<file path="src/rtl/mux_scan_ctrl.sv">
// Select-sequencing controller for a 4:1 mux: walks ch0..ch3, settles DWELL cycles each,
// captures mux_out per channel and strobes the 4-bit word. Optional macro: MUX_SCAN_CONT_EN.
module mux_scan_ctrl #(
  parameter int unsigned DWELL = 2
) (
  input  logic       clk,
  input  logic       rst,
  input  logic       start,
  input  logic       abort,
  input  logic       mux_out,
  output logic       s0,
  output logic       s1,
  output logic [3:0] sample,
  output logic       valid,
  output logic       busy
);

  typedef enum logic [1:0] {IDLE, SETTLE, SAMPLE, DONE} state_t;

  localparam logic [3:0] DWELL_LAST = 4'(DWELL - 1);

  state_t     state_q, state_d;
  logic [1:0] ch_q, ch_d;
  logic [3:0] cnt_q, cnt_d;
  logic [3:0] cap_q, cap_d;
  logic [3:0] sample_q, sample_d;
  logic       start_q;
  logic       trig;

`ifdef MUX_SCAN_CONT_EN
  assign trig = start;
`else
  assign trig = start & ~start_q;
`endif

  always_ff @(posedge clk) begin
    if (rst) begin
      state_q  <= IDLE;
      ch_q     <= 2'd0;
      cnt_q    <= 4'd0;
      cap_q    <= 4'd0;
      sample_q <= 4'd0;
      start_q  <= 1'b0;
    end else begin
      state_q  <= state_d;
      ch_q     <= ch_d;
      cnt_q    <= cnt_d;
      cap_q    <= cap_d;
      sample_q <= sample_d;
      start_q  <= start;
    end
  end

  always_comb begin
    state_d  = state_q;
    ch_d     = ch_q;
    cnt_d    = cnt_q;
    cap_d    = cap_q;
    sample_d = sample_q;
    case (state_q)
      IDLE: begin
        // abort outranks a same-cycle trigger
        if (trig && !abort) begin
          state_d = SETTLE;
          ch_d    = 2'd0;
          cnt_d   = 4'd0;
          cap_d   = 4'd0;
        end
      end
      SETTLE: begin
        if (abort) begin
          state_d = IDLE;
          ch_d    = 2'd0;
          cnt_d   = 4'd0;
          cap_d   = 4'd0;
        end else if (cnt_q == DWELL_LAST) begin
          state_d = SAMPLE;
        end else begin
          cnt_d = cnt_q + 4'd1;
        end
      end
      SAMPLE: begin
        if (abort) begin
          state_d = IDLE;
          ch_d    = 2'd0;
          cnt_d   = 4'd0;
          cap_d   = 4'd0;
        end else begin
          cap_d[ch_q] = mux_out;
          cnt_d       = 4'd0;
          if (ch_q == 2'd3) begin
            state_d  = DONE;
            sample_d = cap_d;
          end else begin
            state_d = SETTLE;
            ch_d    = ch_q + 2'd1;
          end
        end
      end
      DONE: begin
        state_d = IDLE;
        ch_d    = 2'd0;
        cnt_d   = 4'd0;
        cap_d   = 4'd0;
`ifdef MUX_SCAN_CONT_EN
        if (start) state_d = SETTLE;
`endif
      end
      default: state_d = IDLE;
    endcase
  end

  // All outputs decode flops only; no input-to-output combinational path.
  assign busy   = (state_q == SETTLE) || (state_q == SAMPLE);
  assign valid  = (state_q == DONE);
  assign s0     = busy & ch_q[1];
  assign s1     = busy & ch_q[0];
  assign sample = sample_q;

endmodule

</file>
<file path="config.mk">
export PLATFORM = sky130hd
export DESIGN_NAME = mux_scan_ctrl
export DESIGN_NICKNAME = d
export VERILOG_FILES = /design/src/rtl/mux_scan_ctrl.sv
export SDC_FILE = /design/constraint.sdc
export NUM_CORES = 1
export LEC_CHECK = 0
export CAP_MARGIN = 5
export CORE_MARGIN = 2
export CORE_UTILIZATION = 39
export DETAILED_ROUTE_END_ITERATION = 10
export PLACE_DENSITY_LB_ADDON = 0.3
export SLEW_MARGIN = 30
export SYNTH_ARGS = -nofsm -noshare
export SYNTH_HDL_FRONTEND = slang
export SYNTH_SLANG_ARGS = --single-unit
</file>
<file path="constraint.sdc">
create_clock -name clk -period 2.8 [get_ports clk]
set_clock_uncertainty 0.1 [all_clocks]
set_input_delay 0.42 -clock clk [delete_from_list [all_inputs] [get_ports clk]]
set_output_delay 0.42 -clock clk [all_outputs]
set_load 0.01 [all_outputs]
</file>
# After elaboration in Yosys (flattened, before gate mapping)

Cells that the tools add are included.

Add/subtract/negate cells: 2
Magnitude comparators: 2
Eq/ne operators: 10
Multiplexer cells: 21
Bitwise operators: 5
Reductions and logical operators: 11

Operators by type and width:

| kind                | count |
|---|---|
| $mux 4              | 5 |
| $mux 2              | 9 |
| $pmux 2 s4          | 2 |
| $pmux 4 s4          | 1 |
| $pmux 4 s3          | 1 |
| $ne 3x3->1 const B  | 3 |
| $eq 2x2->1 const B  | 3 |
| $reduce_and 2->1    | 3 |
| $reduce_and 3->1    | 2 |
| $add 4x1->4 const B | 1 |
| $bwmux 4            | 1 |
| $eq 4x1->1 const B  | 1 |
| $ne 2x2->1 const B  | 2 |
| $and 1x1->1         | 3 |
| $lt 2x3->1 const B  | 1 |
| $add 2x1->2 const B | 1 |
| $demux 1 s2         | 1 |
| $eq 2x1->1 const B  | 1 |
| $ge 2x1->1 const B  | 1 |
| $logic_and 1x1->1   | 2 |
| $logic_not 2->1     | 1 |
| $not 1->1           | 2 |
| $reduce_or 2->1     | 1 |
| $logic_not 1->1     | 1 |
| 2 further kinds     | 2 |

Flip-flop bits (word level): 17
Input port bits: 5
Output and inout port bits: 8
Word-level logic and storage cells: 57

# Logic depth before layout (Yosys ltp)

Depth in word-level cells: 7
Mapped depth: 6
Depth with buffers taken out: 5

# Worst setup path after synthesis

No wires, ideal clock.

Path type: input port to flip-flop
Start point: in abort
End point: reg cap_q[1]
Setup time: 0.117 ns
Data arrival time: 1.498 ns
Data required time: 2.583 ns
Path slack: 1.085 ns
Stages: 4
Buffers on the path: 1
Cell sequence: or3b_4 > buf_6 > a221o_1 > a32o_1

Longest elaborated chain between the ends: 4
Elaborated cells on any way between the ends: 7

Ends and longest elaborated chain:

| item                              | line | text |
|---|---|---|
| start: declaration                | 9    | `input logic abort,` |
| $logic_not 1->1                   | 63   | `if (trig && !abort) begin` |
| $logic_and 1x1->1                 | 63   |  |
| $ne 2x2->1 (no source line)       | --   |  |
| $reduce_and 2->1 (no source line) | --   |  |
| end signal: assignment            | 48   | `cap_q <= cap_d;` |
| end: declaration                  | 25   | `logic [3:0] cap_q, cap_d;` |

Several ways; a longest one is shown, not always the timed one.
A chain may end at the register's enable or synchronous reset.

# Worst setup path after layout

Start point: reg state_q[0]
End point: out s1

Longest elaborated chain between the ends: 3
Elaborated cells on any way between the ends: 4

Ends and longest elaborated chain:

| item                                     | line | text |
|---|---|---|
| start: declaration                       | 22   | `state_t state_q, state_d;` |
| start signal: assignment                 | 45   | `state_q <= state_d;` |
| $eq 2x1->1 or $eq 2x2->1 (tied branches) | 114  | `assign busy = (state_q == SETTLE) \|\| (state_q == SAMPLE);` |
| $logic_or 1x1->1 (*)                     | 114  |  |
| $and 1x1->1 (*)                          | 117  | `assign s1 = busy & ch_q[0];` |
| end: declaration                         | 12   | `output logic s1,` |

Mark *: on every way between the ends. The rest lies on a longest branch, timed or not.

==> impl_metrics.ini <==
[sta]
fmax_ghz = 0.440
min_period_ns = 2.27
hold_viol_final = 0
slew_headroom_pct = 55.1
fin_tns_setup_ns = 0
rsz0062_at_grt = false
tightest_slew_ns = 0.664
slew_violations = 0
setup_ws_ns = 0.529
setup_viol_count_final = 0
post-route-period-util_pct = 81.1

[yosys]
synth-seq-area-share_pct = 33.4
synthArstFlopShare_pct = 0
synth_ff_type = dfxtp_1
ys_ff_latch = 16
yosys.area_share.simple_pct = 17.0
synth_compound_gate_area_share_pct = 22.2
synth_top_family_by_area = compound AO/OA/AOI/OAI gates
postSynthAreaPerCell_sq_um = 9.13
synth-xor-area-share_pct = 0
synth_common_cells = dfxtp_1 (16), inv_1 (13), ha_1 (11), nand2_1 (8)
synth.most_common_cell = dfxtp_1
synthCells = 105
synth.area.mux_share_pct = 5.22
synth_edf_count = 0
synth_top_area_share_pct = 33.4
mappedNetlistArea_sq_um = 958
synth_area_leaders = dfxtp_1 (33%), ha_1 (14%), mux2i_1 (5.2%), inv_1 (5.1%), o32ai_1 (4.6%)
synth-adder-area-share_pct = 14.4
synth_fp_nets = 121
synth_top_cell_by_area = dfxtp_1
synth_cell_type_count = 36
ys_warn_count = 0

[cells_and_area]
num-nets-final = 134
drive_gt1_share_pct = 5.98
diodes = 0
area_growth_pct = 18.0
finalCoreUtilization_pct = 49.7
fillCellCount = 216

[route]
ant_nets = 0
vias = 778
met2WireLength_um = 897
drc = 0
via_per_inst = 5.37
drtIter0Drc = 6
routed_wl_mm = 1.94
met3_length_um = 34
wire_per_inst_um = 13.4
wl_met1_um = 976
top_layer_used = met4
drt_pass1_iterations = 4

[clock_tree]
clk_pin_slew_ns = 0.10
cts_made_buffers = 3
cts_tree = built
ctsHoldBuffers = 0
cts_sinks = 16
insertion_delay_ns = 0.29
root_buffer = clkbuf_4
post_cts_buffers = 0
htree_levels = 1
post_cts_resized = 0
cts_buffer_depth = 2

[die]
die_area_sq_um = 2870
core_area_sq_um = 2280
die_y_um = 53.6
initial_utilization_pct = 42.1
num_io_pins = 13
fp.dieW_um = 53.6
rows = 17

[grt]
grtUsageTotal_pct = 15.7
grt_max_degree = 14
grt_pass1_vias = 698
grt_overflow_total = 0
antenna_found_initial = 0
grt_pass1_wl_mm = 3.28

[critical_path]
setup.worst_path.end_class = output port
critPathRequiredTime_ns = 2.28
worst-endpoint-arrival_ns = 1.75
reg2reg_from = state_q[1]$_SDFFE_PP0P_
worstSetupStartpointType = flop
cp_max_fo = 4
crit_type = reg2out
crit_start = state_q[0]$_SDFFE_PP0P_

[run]
drv_cap = 0

[power]
power_density_nw_per_um2 = 500
p_leak_nw = 0.435
ir_worst_vdd_mv = 0.329

[worst_hold_path]
hold_class = reg2reg
min_from = cnt_q[3]$_SDFFE_PP0P_

[placement]
hpwlAfterDp_mm = 1.47
port_buffers = 12
place_congestion = 0.856
pre_cts_ws_ns = 0.544

[status]
outcome = complete, no violations
metal layers:
| layer | vias to the layer above | GRT usage [%] |
|---|---|---|
| li1 | 403 | - |
| met1 | 361 | 20.9 |
| met2 | 10 | 24.9 |
| met3 | 4 | 2.50 |
| met4 | 0 | 7.69 |
| met5 | - | 0 |
per-stage QoR:
step,power [mW],instance area [sq um],cells,hold WS [ns]
6_report,0.565,1130,145,0.385
5_1_grt,0.601,1130,145,0.421
4_1_cts,0.574,1130,145,0.392
3_5_place_dp,0.414,1090,141,0.377
3_3_place_gp,0.410,1090,141,0.370
2_1_floorplan,0.372,958,105,0.347
flip-flops by register name, summed over array words and instances, names as in the netlist:
register  cells
ch_q          2
start_q       1
sample        4
cap_q         3
cnt_q         4
state_q       2
cell families after synthesis:
logic type / Yosys count
buffers and inverters: 18
adder cells (fa/ha/maj): 11
AO/OA/AOI/OAI: 26
flip-flops: 16
AND/OR/NAND/NOR: 29
multiplexers: 5
worst paths after layout:
check | to | slack [ns] | depth (start not counted)
max | s1 | 0.53 | 4
max reg2reg | ch_q[0]$_SDFFE_PP0P_ | 0.75 | 5
min reg2reg | cnt_q[3]$_SDFFE_PP0P_ | 0.39 | 2
min | cnt_q[3]$_SDFFE_PP0P_ | 0.39 | 2
critical path, cell delays in order, from the launching register on:
cell	delay, ns
dfxtp_1	0.40
inv_1	0.09
ha_1	0.31
and2_1	0.13
clkdlybuf4s50_1	0.53
final cells by class:
| class | count | area, sq um | share of cell area [%] |
|---|---|---|---|
| Multi-Input combinational cell | 71 | 563 | 49.8 |
| Timing Repair Buffer | 13 | 128 | 11.3 |
| Inverter | 13 | 48.8 | 4.31 |
| Sequential cell | 16 | 320 | 28.3 |
| Clock buffer | 4 | 36.3 | 3.21 |
| Tap cell | 28 | 35.0 | 3.10 |
cell usage in the layout (no fill, tap or decap), types with 3 or more instances in the layout:
cell type	count
inv_1	13
mux2i_1	5
nand2_1	8
dfxtp_1	16
ha_1	11
clkbuf_4	3
nor2_1	4
nor2b_1	3
o32ai_1	5
a211oi_1	3
clkdlybuf4s50_1	12
power by group:
part	internal (mW)	switching, mW	total [mW]
Clock	0.0791	0.0762	0.155
Combinational	0.0772	0.0886	0.166
Sequential	0.236	0.00840	0.244
Total	0.392	0.173	0.565
(Power assumes the default switching activity.)
